===== config.mk =====
export PLATFORM = sky130hd
export DESIGN_NAME = fifo_wr_arb
export DESIGN_NICKNAME = d
export VERILOG_FILES = /design/src/rtl/fifo_arb_pkg.sv /design/src/rtl/rr_arbiter.sv /design/src/rtl/fifo_wr_arb.sv
export SDC_FILE = /design/constraint.sdc
export NUM_CORES = 1
export LEC_CHECK = 0
export BUFFER_PORTS_ARGS = -buffer_cell sky130_fd_sc_hd__buf_2
export CORE_AREA = 5 5 69 71
export CTS_BUF_LIST = sky130_fd_sc_hd__clkbuf_8
export CTS_CLUSTER_DIAMETER = 50
export DETAILED_ROUTE_END_ITERATION = 6
export DIE_AREA = 0 0 74 76
export PLACE_DENSITY_LB_ADDON = 0.3
export SYNTH_ARGS = -nofsm -noshare
export SYNTH_HDL_FRONTEND = slang
export SYNTH_SLANG_ARGS = --single-unit

===== constraint.sdc =====
create_clock -name clk -period 3.5 [get_ports clk]
set_input_delay 0.35 -clock clk [delete_from_list [all_inputs] [get_ports clk]]
set_output_delay 0.35 -clock clk [all_outputs]
set_load 0.02 [all_outputs]

===== src/rtl/fifo_arb_pkg.sv =====
// ---------------------------------------------------------------------------
// fifo_arb_pkg
// Shared definitions for the FIFO write arbiter slice:
//   - arb_state_e     : controller states (INIT -> CFG -> RUN)
//   - NREQ_DEF/DW_DEF : default requester count and data width
//   - RST_LIMIT_DEF   : threshold limit written to the FIFO after reset
//   - LIMIT_W         : width of the FIFO limit register
//   - idx_width()     : index width for an N-entry vector (at least 1 bit)
// Optional feature macro used by fifo_wr_arb: FIFO_ARB_THROTTLE_EN
// ---------------------------------------------------------------------------
package fifo_arb_pkg;

  localparam int NREQ_DEF      = 4;
  localparam int DW_DEF        = 8;
  localparam int RST_LIMIT_DEF = 8;
  localparam int LIMIT_W       = 8;

  typedef enum logic [1:0] {
    INIT = 2'd0,
    CFG  = 2'd1,
    RUN  = 2'd2
  } arb_state_e;

  // A single requester still needs a 1-bit pointer/index signal.
  function automatic int idx_width(input int n);
    return (n > 1) ? $clog2(n) : 1;
  endfunction

endpackage


===== src/rtl/rr_arbiter.sv =====
// ---------------------------------------------------------------------------
// rr_arbiter
// Purely combinational rotate-priority picker. Starting at ptr_i and moving
// upwards (wrapping N-1 -> 0), the first set bit of elig_i wins.
// Ports:
//   elig_i  [N-1:0]  eligible requesters
//   ptr_i   [PW-1:0] highest-priority index this cycle (must be < N)
//   gnt_o   [N-1:0]  one-hot winner, zero when nothing is eligible
//   win_o   [PW-1:0] winner index (0 when valid_o is low)
//   valid_o          a winner exists
// ---------------------------------------------------------------------------
module rr_arbiter
  import fifo_arb_pkg::*;
#(
  parameter  int N  = NREQ_DEF,
  localparam int PW = idx_width(N)
) (
  input  logic [N-1:0]  elig_i,
  input  logic [PW-1:0] ptr_i,
  output logic [N-1:0]  gnt_o,
  output logic [PW-1:0] win_o,
  output logic          valid_o
);

  always_comb begin : pick
    int   idx;
    logic found;
    gnt_o   = '0;
    win_o   = '0;
    found   = 1'b0;
    idx     = 0;
    // Walk the N positions in priority order; ptr_i < N, so one
    // subtraction is enough to wrap.
    for (int k = 0; k < N; k++) begin
      idx = int'(ptr_i) + k;
      if (idx >= N) begin
        idx = idx - N;
      end
      if (!found && elig_i[idx]) begin
        found      = 1'b1;
        gnt_o[idx] = 1'b1;
        win_o      = PW'(idx);
      end
    end
    valid_o = found;
  end

endmodule


===== src/rtl/fifo_wr_arb.sv =====
// ---------------------------------------------------------------------------
// fifo_wr_arb
// Round-robin write arbiter in front of a FIFO. After reset it programs the
// FIFO limit register (INIT -> CFG -> RUN), then grants one requester per
// cycle into the FIFO. A cfg_load pulse in RUN latches a new limit and
// re-enters CFG to write it. Overflow pulses are counted (saturating).
//
// Optional feature: define FIFO_ARB_THROTTLE_EN to restrict eligibility to
// requester 0 while fifo_threshold is high. Without it fifo_threshold is
// ignored.
//
// Ports:
//   clk, rst_n              clock, synchronous active-low reset
//   req      [NREQ-1:0]     level write requests
//   req_data [NREQ*DW-1:0]  packed write data, requester i at [DW*i +: DW]
//   gnt      [NREQ-1:0]     one-hot grant (combinational, same cycle)
//   cfg_limit [7:0]         new limit value
//   cfg_load                one-cycle reprogram request (honoured in RUN only)
//   cfg_busy                high in INIT and CFG
//   fifo_full               blocks all grants
//   fifo_threshold          throttle input (feature macro only)
//   fifo_overflow           counted into ovf_count
//   fifo_wr_enb             FIFO data write strobe
//   fifo_wr_reg             FIFO limit-register write strobe
//   fifo_data [DW-1:0]      data or limit to FIFO, zero when no strobe
//   ovf_count [7:0]         saturating overflow count
// ---------------------------------------------------------------------------
module fifo_wr_arb
  import fifo_arb_pkg::*;
#(
  parameter int NREQ      = NREQ_DEF,
  parameter int DW        = DW_DEF,
  parameter int RST_LIMIT = RST_LIMIT_DEF
) (
  input  logic               clk,
  input  logic               rst_n,
  input  logic [NREQ-1:0]    req,
  input  logic [NREQ*DW-1:0] req_data,
  output logic [NREQ-1:0]    gnt,
  input  logic [LIMIT_W-1:0] cfg_limit,
  input  logic               cfg_load,
  output logic               cfg_busy,
  input  logic               fifo_full,
  input  logic               fifo_threshold,
  input  logic               fifo_overflow,
  output logic               fifo_wr_enb,
  output logic               fifo_wr_reg,
  output logic [DW-1:0]      fifo_data,
  output logic [7:0]         ovf_count
);

  localparam int PW = idx_width(NREQ);

  arb_state_e         state_q, state_d;
  logic [PW-1:0]      ptr_q, ptr_d;
  logic [LIMIT_W-1:0] limit_q, limit_d;
  logic [7:0]         ovf_q, ovf_d;

  logic [NREQ-1:0]    elig;
  logic [NREQ-1:0]    arb_gnt;
  logic [PW-1:0]      win;
  logic               win_valid;
  logic [DW-1:0]      req_slice [NREQ];

  // Unpack the flat data bus so the winner's word is a simple array read.
  for (genvar gi = 0; gi < NREQ; gi++) begin : g_slice
    assign req_slice[gi] = req_data[DW*gi +: DW];
  end

`ifdef FIFO_ARB_THROTTLE_EN
  // Near-threshold: only requester 0 may write. The pointer is still driven
  // by whoever actually wins, so fairness resumes from there.
  always_comb begin
    elig = req;
    if (fifo_threshold) begin
      elig = req & NREQ'(1);
    end
  end
`else
  logic unused_threshold;
  assign elig             = req;
  assign unused_threshold = fifo_threshold;
`endif

  rr_arbiter #(
    .N (NREQ)
  ) u_rr (
    .elig_i  (elig),
    .ptr_i   (ptr_q),
    .gnt_o   (arb_gnt),
    .win_o   (win),
    .valid_o (win_valid)
  );

  always_ff @(posedge clk) begin
    if (!rst_n) begin
      state_q <= INIT;
      ptr_q   <= '0;
      limit_q <= LIMIT_W'(RST_LIMIT);
      ovf_q   <= '0;
    end else begin
      state_q <= state_d;
      ptr_q   <= ptr_d;
      limit_q <= limit_d;
      ovf_q   <= ovf_d;
    end
  end

  always_comb begin
    state_d     = state_q;
    ptr_d       = ptr_q;
    limit_d     = limit_q;
    gnt         = '0;
    fifo_wr_enb = 1'b0;
    fifo_wr_reg = 1'b0;
    fifo_data   = '0;
    cfg_busy    = 1'b0;

    case (state_q)
      INIT: begin
        cfg_busy = 1'b1;
        state_d  = CFG;
      end
      CFG: begin
        cfg_busy    = 1'b1;
        fifo_wr_reg = 1'b1;
        fifo_data   = DW'(limit_q);
        state_d     = RUN;
      end
      RUN: begin
        // A reprogram request takes the cycle: no data write alongside it.
        if (cfg_load) begin
          limit_d = cfg_limit;
          state_d = CFG;
        end else if (!fifo_full && win_valid) begin
          gnt         = arb_gnt;
          fifo_wr_enb = 1'b1;
          fifo_data   = req_slice[win];
          ptr_d       = (win == PW'(NREQ - 1)) ? '0 : win + 1'b1;
        end
      end
      default: begin
        state_d = INIT;
      end
    endcase

    // Outputs are quiet for the whole reset window, including the cycle in
    // which rst_n first drops and the registers have not yet cleared.
    if (!rst_n) begin
      gnt         = '0;
      fifo_wr_enb = 1'b0;
      fifo_wr_reg = 1'b0;
      fifo_data   = '0;
      cfg_busy    = 1'b1;
    end
  end

  always_comb begin
    ovf_d = ovf_q;
    if (fifo_overflow && (ovf_q != 8'hFF)) begin
      ovf_d = ovf_q + 8'd1;
    end
  end

  assign ovf_count = rst_n ? ovf_q : 8'd0;

endmodule


# --- Word-level counts from Yosys, hierarchy flattened ---
# Index checks and enable logic that the tools add are counted.
totals:
  in_bits: 50
  register_bits: 20
  output_inout_bits: 23
  wordCells: 112
op_classes:
  addsub: 9
  order_cmp: 13
  n_reduce_logical: 17
  n_bitwise: 5
  n_eq_ne: 5
  mux: 59
ops:
  columns: ["cell", "n"]
  rows:
  - ["$ge 32x1->1 const B", 4]
  - ["$lt 32x4->1 const B", 4]
  - ["$mux 32", 4]
  - ["$ge 32x4->1 const B", 3]
  - ["$sub 32x4->32 const B", 3]
  - ["$mux 8", 6]
  - ["$mux 4", 8]
  - ["$mux 1", 24]
  - ["$bmux 8 s2", 1]
  - ["$pmux 8 s2", 1]
  - ["$mux 2", 6]
  - ["$or 4x4->4", 3]
  - ["$logic_and 1x1->1", 9]
  - ["$add 8x1->8 const B", 1]
  - ["$bmux 1 s2", 4]
  - ["$demux 1 s2", 4]
  - ["$ne 8x8->1 const B", 1]
  - ["$add 2x2->3 const B", 2]
  - ["$pmux 2 s3", 1]
  - ["$eq 2x2->1 const B", 2]
  - ["$logic_not 1->1", 4]
  - ["$sub 2x3->4 const B", 1]
  - ["$add 2x1->3 const B", 1]
  - ["$ge 2x3->1 const B", 1]
  - ["10 further kinds", 10]

# --- Depth between registers and ports, before layout ---
# Gate-level depths: netlist (run 1).
logic_depth:
  depth_word: 23
  ltp_mapped: 11
  depth_no_buf: 8

# --- Cells and area by module ---
# A second synthesis (run 1) with hierarchy kept.
hier_totals:
  hier_cells: 193
  area_unflattened_um2: 1806.7
by_module_without_submodules:
  columns: ["mod", "n_inst", "cells_each", "area_each_um2", "seq_area_each_um2"]
  rows:
  - ["fifo_wr_arb", 1, 145, 1346.3, 400.4]
  - ["rr_arbiter", 1, 48, 460.4, 0.0]

# --- Least setup slack after synthesis (run 1) ---
# No wires, ideal clock.
synth_timing:
  kind: "flip-flop to output port"
  start: "reg ptr_q[0]"
  end: "out fifo_data[5]"
  required_time_ns: 3.150
  arrival_ns: 2.697
  stages_incl_launch_ff: 11
  path_slack_ns: 0.453
  n_path_buf: 3
  cell_sequence: "dfxtp_1 buf_6 buf_6 inv_2 ha_1 mux4_2 a21o_4 buf_6 and4_4 o311ai_2 o211ai_1"
synth_between:
  elab_chain_len: 23
  elab_cells_between_ends: 50
  cone_classes: "7 x add/sub; 4 x order compare; 31 x mux; 1 x bitwise; 7 x reduce/logical"
synth_rtl:
  columns: ["item", "line", "text"]
  rows:
  - ["start: declaration", "fifo_wr_arb.sv:55", "logic [PW-1:0] ptr_q, ptr_d;"]
  - ["start signal: assignment", "fifo_wr_arb.sv:103", "ptr_q <= ptr_d;"]
  - ["parallel branches: the longest is 19 deep, another holds $sub 32x4->32", null, null]
  - ["$mux 8 *", "fifo_wr_arb.sv:135", "end else if (!fifo_full && win_valid) begin"]
  - ["$mux 8 *", "fifo_wr_arb.sv:132", "if (cfg_load) begin"]
  - ["$pmux 8 s2 *", "fifo_wr_arb.sv:119", "case (state_q)"]
  - ["$mux 8 *", "fifo_wr_arb.sv:149", "if (!rst_n) begin"]
  - ["end: declaration", "fifo_wr_arb.sv:48", "output logic [DW-1:0] fifo_data,"]
# Every way passes the cells marked *. The select of a mux whose other input is x is not followed.

# --- Final worst setup path (run 1) ---
layout_timing:
  start: "reg ptr_q[0]"
  end: "out fifo_data[2]"
# The elaborated chain is that of the path after synthesis.

==> impl_metrics.tcl, run 1 <==
set metrics [dict create \
    p_total_uw 654 \
    clk_pin_slew_ns 0.08 \
    initial_core_util 0.487 \
    ctsHtreeMaxLevel 1 \
    setup.worst_path.start_class "flip-flop" \
    antennaDiodeCount 0 \
    antenna_found_initial 0 \
    cts_made_buffers 3 \
    rsz0062_at_grt "false" \
    insertion_delay_ns 0.26 \
    placed_cell_area_um2 2360 \
    place.gp.congestion 0.819 \
    die_width_um 74 \
    status "finished, final reports clean" \
    power.share.combinational 0.349 \
    synth.distinct_cells 50 \
    fin_crit_ns 3.33 \
    slew_violations 0 \
    slowest_stage "mux4_2" \
    hp-class "in2reg" \
    fmaxAchievable_ghz 0.300 \
    cp.arrival_ns 2.98 \
    syn_nets 309 \
    core-area_um2 4170 \
    seqPwrFrac 0.382 \
    dpl.hpwl_um 3870 \
    worstSetupPathType "reg2out" \
    dp_slack_ns 0.359 \
    grt_overflow 0 \
    syn_inst 250 \
    drt-total-wl_um 5170 \
    avgSynthCellArea_um2 8.12 \
    ys_warn_count 0 \
    intPower_uw 442 \
    track_usage 0.184 \
    final_core_util 0.588 \
    setup_tns_ns 0 \
    portBuffers 71 \
    cts_tree "yes" \
    cts-root-buf "clkbuf_8" \
    worst-path-buf-inv 2 \
    worst_slew_pin_slew_ns 0.596 \
    fin_ws_ns 0.171 \
    wl_per_cell_um 14.3 \
    vias 2064 \
    skew_ns 0.00548 \
    p_leak_nw 1.16 \
    drc 0 \
    cap_violations 0 \
    switching_share 0.324 \
    end_kind "primary output" \
    final_common_cell "buf_2" \
    io_pins 73 \
    final_cell_area_um2 2450 \
    antenna_left 0 \
    crit_family "compound AO/OA/AOI/OAI gates" \
    fin_crit_sh 0.951 \
    finalNetCount 370 \
    rows 24 \
    grt_pass1_vias 1867 \
    yosysSeqAreaShare 0.197 \
    via_per_inst 5.70 \
    dieArea_um2 5620 \
    most-common-layout-cells "buf_2 (71), nand2_1 (29), nand3_1 (22), dfxtp_1 (20), and2_1 (18)" \
    grt_pass1_wl_um 8720 \
    maxSlewHeadroom 0.601 \
    p_clk_frac 0.269 \
    crit_fanout 18 \
    synth_seq_cells 20 \
    setup_viol 0 \
    p_per_area_nw_per_um2 267 \
    drt_pass1_iterations 4 \
    drtIter0Drc 205 \
    clock_path_buffers 2 \
    area_delta_synth_final_pct 20.8 \
    holdBufCountCts 0 \
    worstPathRequired_ns 3.15 \
    switchingPower_uw 212 \
    clock-sinks 20 \
    drive_above_1_share 0.313 \
    hold_violations 0 \
    slowest_delay_ns 0.66 \
    crit_chain "inv_2 > ha_1 > mux4_2 > a21o_4 > and4_1 > o311ai_1 > o211ai_1 > buf_2" \
    syn_area_um2 2030 \
    grt_max_degree 34 \
    peakVddDrop_uv 257 \
    die_h_um 76 \
    rrSetupSlack_ns 1.04 \
]
-- tightest hold or removal path, delay by kind of cell --
kind,cells,cell delay (ns)
buffers and inverters,1,0.07
AND/OR/NAND/NOR,2,0.14
-- worst paths after layout --
path | to | from | depth (start not counted)
max | fifo_data[2] | ptr_q[0] | 8
max reg2reg | ptr_q[1] | ptr_q[0] | 7
min reg2reg | limit_q[1] | limit_q[1] | 2
min | limit_q[3] | cfg_limit[3] | 3
-- state kept, by name, summed over array words and instances (netlist names) --
signal and cells:
ptr_q 2, ovf_q 8, state_q 2, limit_q 8
-- repair_timing --
item | 4_1_cts | 5_1_grt
resized for setup | 0 | 3
buffers inserted | 0 | 1
setup endpoints to repair | 0 | 8
-- cell usage after synthesis, drive strengths merged --
master  instances  share of area
nor2b           3         0.0092
and2           18          0.055
nor3b           2         0.0074
o311ai          8          0.038
mux2i          12          0.065
a221o           4          0.020
a21boi          7          0.026
or3b            1         0.0043
nand3          22          0.054
nand2          29          0.054
a211o           2         0.0086
nor2            4          0.011
and3           12          0.037
o211ai          9          0.036
a22oi           1         0.0062
a21oi          16          0.039
a31oi           1         0.0031
o21ai           6          0.017
nand3b          3          0.017
inv             7          0.013
o22ai           1         0.0031
and4            9          0.040
clkbuf         10          0.019
xnor2           6          0.026
nand4           2         0.0062
mux4            4          0.044
a21o            1         0.0074
buf             9          0.035
nor3            2         0.0049
dfxtp          20           0.20
a41oi           1         0.0043
ha              9          0.055
nor4            1         0.0031
mux2            2          0.011
or4             1         0.0037
nand2b          3         0.0092
xor2            2         0.0086
-- layout make-up --
class,instances,area (µm²)
fill,405,1720
tap,52,65.1
timing repair buffer,75,398
multi-input combinational,204,1510
clock buffer,4,55.1
inverter,7,26.3
sequential,20,400
-- kinds of logic (layout without fill, tap and decap cells) --
kind of cell | after synthesis | in the layout | synth area share
simple gates | 112 | 112 | 0.317
mux | 18 | 18 | 0.121
fa+ha+maj | 9 | 9 | 0.0555
compound gates | 57 | 57 | 0.208
xor+xnor | 8 | 8 | 0.0345
buf+inv | 26 | 86 | 0.0671
flops | 20 | 20 | 0.197
-- per-stage QoR --
stage	std cells	hold WS [ns]
6_report	362	0.342
4_1_cts	361	0.338
5_1_grt	362	0.358
3_3_place_gp	357	0.453
2_1_floorplan	250	0.440
3_5_place_dp	357	0.462
-- power groups by stage --
stage	combinational (mW)	clock (mW)	sequential, mW
after CTS	0.221	0.180	0.250
after floorplan	0.164	0	0.253
after detailed placement	0.218	0	0.254
after global routing	0.254	0.192	0.252
final	0.229	0.176	0.250
after global placement	0.216	0	0.254
-- layer usage --
layer,wire length [µm],GRT usage,vias up
li1,-,-,1051
met1,2290,0.262,953
met2,2570,0.296,54
met3,256,0.0172,6
met4,58,0.0399,0
met5,0,0,-
Power figures use the tool's default switching activity.
==> run 2, diff against run 1 <==
--- a/config.mk
+++ b/config.mk
@@ -6,11 +6,11 @@
 export NUM_CORES = 1
 export LEC_CHECK = 0
 export BUFFER_PORTS_ARGS = -buffer_cell sky130_fd_sc_hd__buf_2
-export CORE_AREA = 5 5 69 71
+export CORE_AREA = 5 5 72 74
 export CTS_BUF_LIST = sky130_fd_sc_hd__clkbuf_8
 export CTS_CLUSTER_DIAMETER = 50
 export DETAILED_ROUTE_END_ITERATION = 6
-export DIE_AREA = 0 0 74 76
+export DIE_AREA = 0 0 77 79
 export PLACE_DENSITY_LB_ADDON = 0.3
 export SYNTH_ARGS = -nofsm -noshare
 export SYNTH_HDL_FRONTEND = slang
==> constraint.sdc (replaced) <==
create_clock -name clk -period 2.7 [get_ports clk]
set_input_delay 0.27 -clock clk [delete_from_list [all_inputs] [get_ports clk]]
set_output_delay 0.27 -clock clk [all_outputs]
set_load 0.02 [all_outputs]
==> run 2 against run 1 <==
The flow now finishes with violations (setup timing). Critical path depth is 2 higher. Highest routed layer unchanged. Combinational power is 51% higher. Worst setup slack worse by 0.41 ns. Cell count is 7.2% higher. Utilization is 1.6 points higher. Worst hold slack worse by 0.098 ns. Clock skew is 0.00083 ns lower. Wire length is 5.7% higher.
==> impl_metrics.tcl, run 2 (synthesis results as in run 1) <==
set metrics [dict create \
    drt_pass1_iterations 4 \
    track_usage 0.176 \
    end_kind "primary output" \
    r2r-end "ptr_q[1]" \
    holdWs_ns 0.245 \
    area_delta_synth_final_pct 34.9 \
    fin_ws_ns -0.241 \
    vias 2135 \
    dp_slack_ns -0.0647 \
    antennaDiodeCount 0 \
    io_pins 73 \
    setup_tns_ns -1.83 \
    dp.cells 382 \
    grt_pass1_vias 2052 \
    p_total_uw 895 \
    skew_ns 0.00465 \
    rsz0062_at_grt "true" \
    setup_viol 12 \
    drt-total-wl_um 5470 \
    slew_violations 0 \
    most-common-layout-cells "buf_2 (62), buf_4 (34), nand2_1 (29), nand3_1 (22)" \
    placed_cell_area_um2 2570 \
    p_leak_nw 1.27 \
    wl_per_cell_um 14.1 \
    clock_path_buffers 2 \
    violations "setup timing" \
    grt_overflow 0 \
    hp-class "in2reg" \
    final_core_util 0.604 \
    grt_max_degree 31 \
    drive_above_1_share 0.395 \
    rrSetupSlack_ns 0.41 \
    crit_fanout 8 \
    hold_depth 3 \
    finalNetCount 394 \
    place.gp.congestion 0.858 \
    rows 25 \
    final_cell_area_um2 2740 \
    rr_startpoint "ptr_q[0]" \
    cp-startpoint "ptr_q[0]" \
    final_cells 388 \
    cap_violations 0 \
    worstPathRequired_ns 2.43 \
    cts_made_buffers 3 \
    hp-start "cfg_limit[3]" \
    largestRegisters "limit_q: 8 flops, ovf_q: 8 flops" \
    worstSetupPathType "reg2out" \
    fin_crit_sh 1.09 \
    die_h_um 79 \
    maxSlewHeadroom 0.768 \
    clk_pin_slew_ns 0.07 \
    portBuffers 71 \
    drtIter0Drc 131 \
    insertion_delay_ns 0.26 \
    fill_cells 405 \
    p_per_area_nw_per_um2 327 \
    antenna_left 0 \
    cts-root-buf "clkbuf_8" \
    antenna_found_initial 0 \
    dpl.hpwl_um 4120 \
    via_per_inst 5.50 \
    fin_crit_ns 2.94 \
    initial_core_util 0.448 \
    core-area_um2 4540 \
    clock-sinks 20 \
    dieArea_um2 6080 \
    die_width_um 77 \
    cp.arrival_ns 2.67 \
    drc 0 \
    ctsHtreeMaxLevel 1 \
    worst_slew_pin_slew_ns 0.343 \
    hold_end "limit_q[3]" \
    fmaxAchievable_ghz 0.340 \
    status "complete, but fails checks" \
    peakVddDrop_uv 251 \
    rr_worst_depth 8 \
    hold_violations 0 \
    setup.worst_path.start_class "flip-flop" \
    grt_pass1_wl_um 9140 \
    final_common_cell "buf_2" \
    cts_tree "yes" \
]
-- run 2: changes by cell type in the layout (fill, tap and decap cells not counted), sizes merged --
cell,previous run,this run
buf,75,99
-- run 2: cell type report --
class	count	area [µm²]	area share
clock buffers	4	55.1	0.0201
multi-input cells	204	1570	0.573
repair buffers	99	608	0.222
well taps	54	67.6	0.0247
inverters	7	33.8	0.0123
flip-flops and latches	20	405	0.148
-- run 2: worst max path at each step --
stage | cells past startpoint | slack [ns] | to
2_1_floorplan | 10 | -0.09 | fifo_data[0]
3_3_place_gp | 9 | -0.01 | fifo_data[6]
3_5_place_dp | 10 | -0.06 | fifo_data[2]
4_1_cts | 10 | -0.25 | fifo_data[7]
5_1_grt | 11 | -0.37 | fifo_data[1]
6_report | 10 | -0.24 | fifo_data[1]
-- run 2: timing repair --
item	in CTS	in global routing
gates resized for setup	10	16
hold endpoints to repair	0	0
buffers inserted	0	2
setup endpoints to repair	11	12
hold buffers	0	0
pin swaps	1	18
-- run 2: metal layers --
layer  share of wire  routed length [µm]  global-route usage  vias to the layer above
li1                -                   -                   -                     1093
met5               0                   0                   0                        -
met4          0.0053                  29              0.0258                        0
met1            0.42                2300               0.221                      961
met2            0.49                2670               0.306                       76
met3           0.086                 469              0.0533                        5
-- run 2: critical path, stage by stage (launching register included) --
cell and delay, ns:
dfxtp_4 0.38, inv_8 0.03, ha_4 0.26, mux4_2 0.52, a21o_4 0.22, buf_6 0.12, a22oi_2 0.22, buf_12 0.17
mux2i_2 0.20, o211ai_1 0.10, buf_4 0.18
-- run 2: power by group --
group,switching (mW),internal [mW]
Clock,0.0978,0.130
Sequential,0.0126,0.310
Combinational,0.179,0.166
Total,0.289,0.606
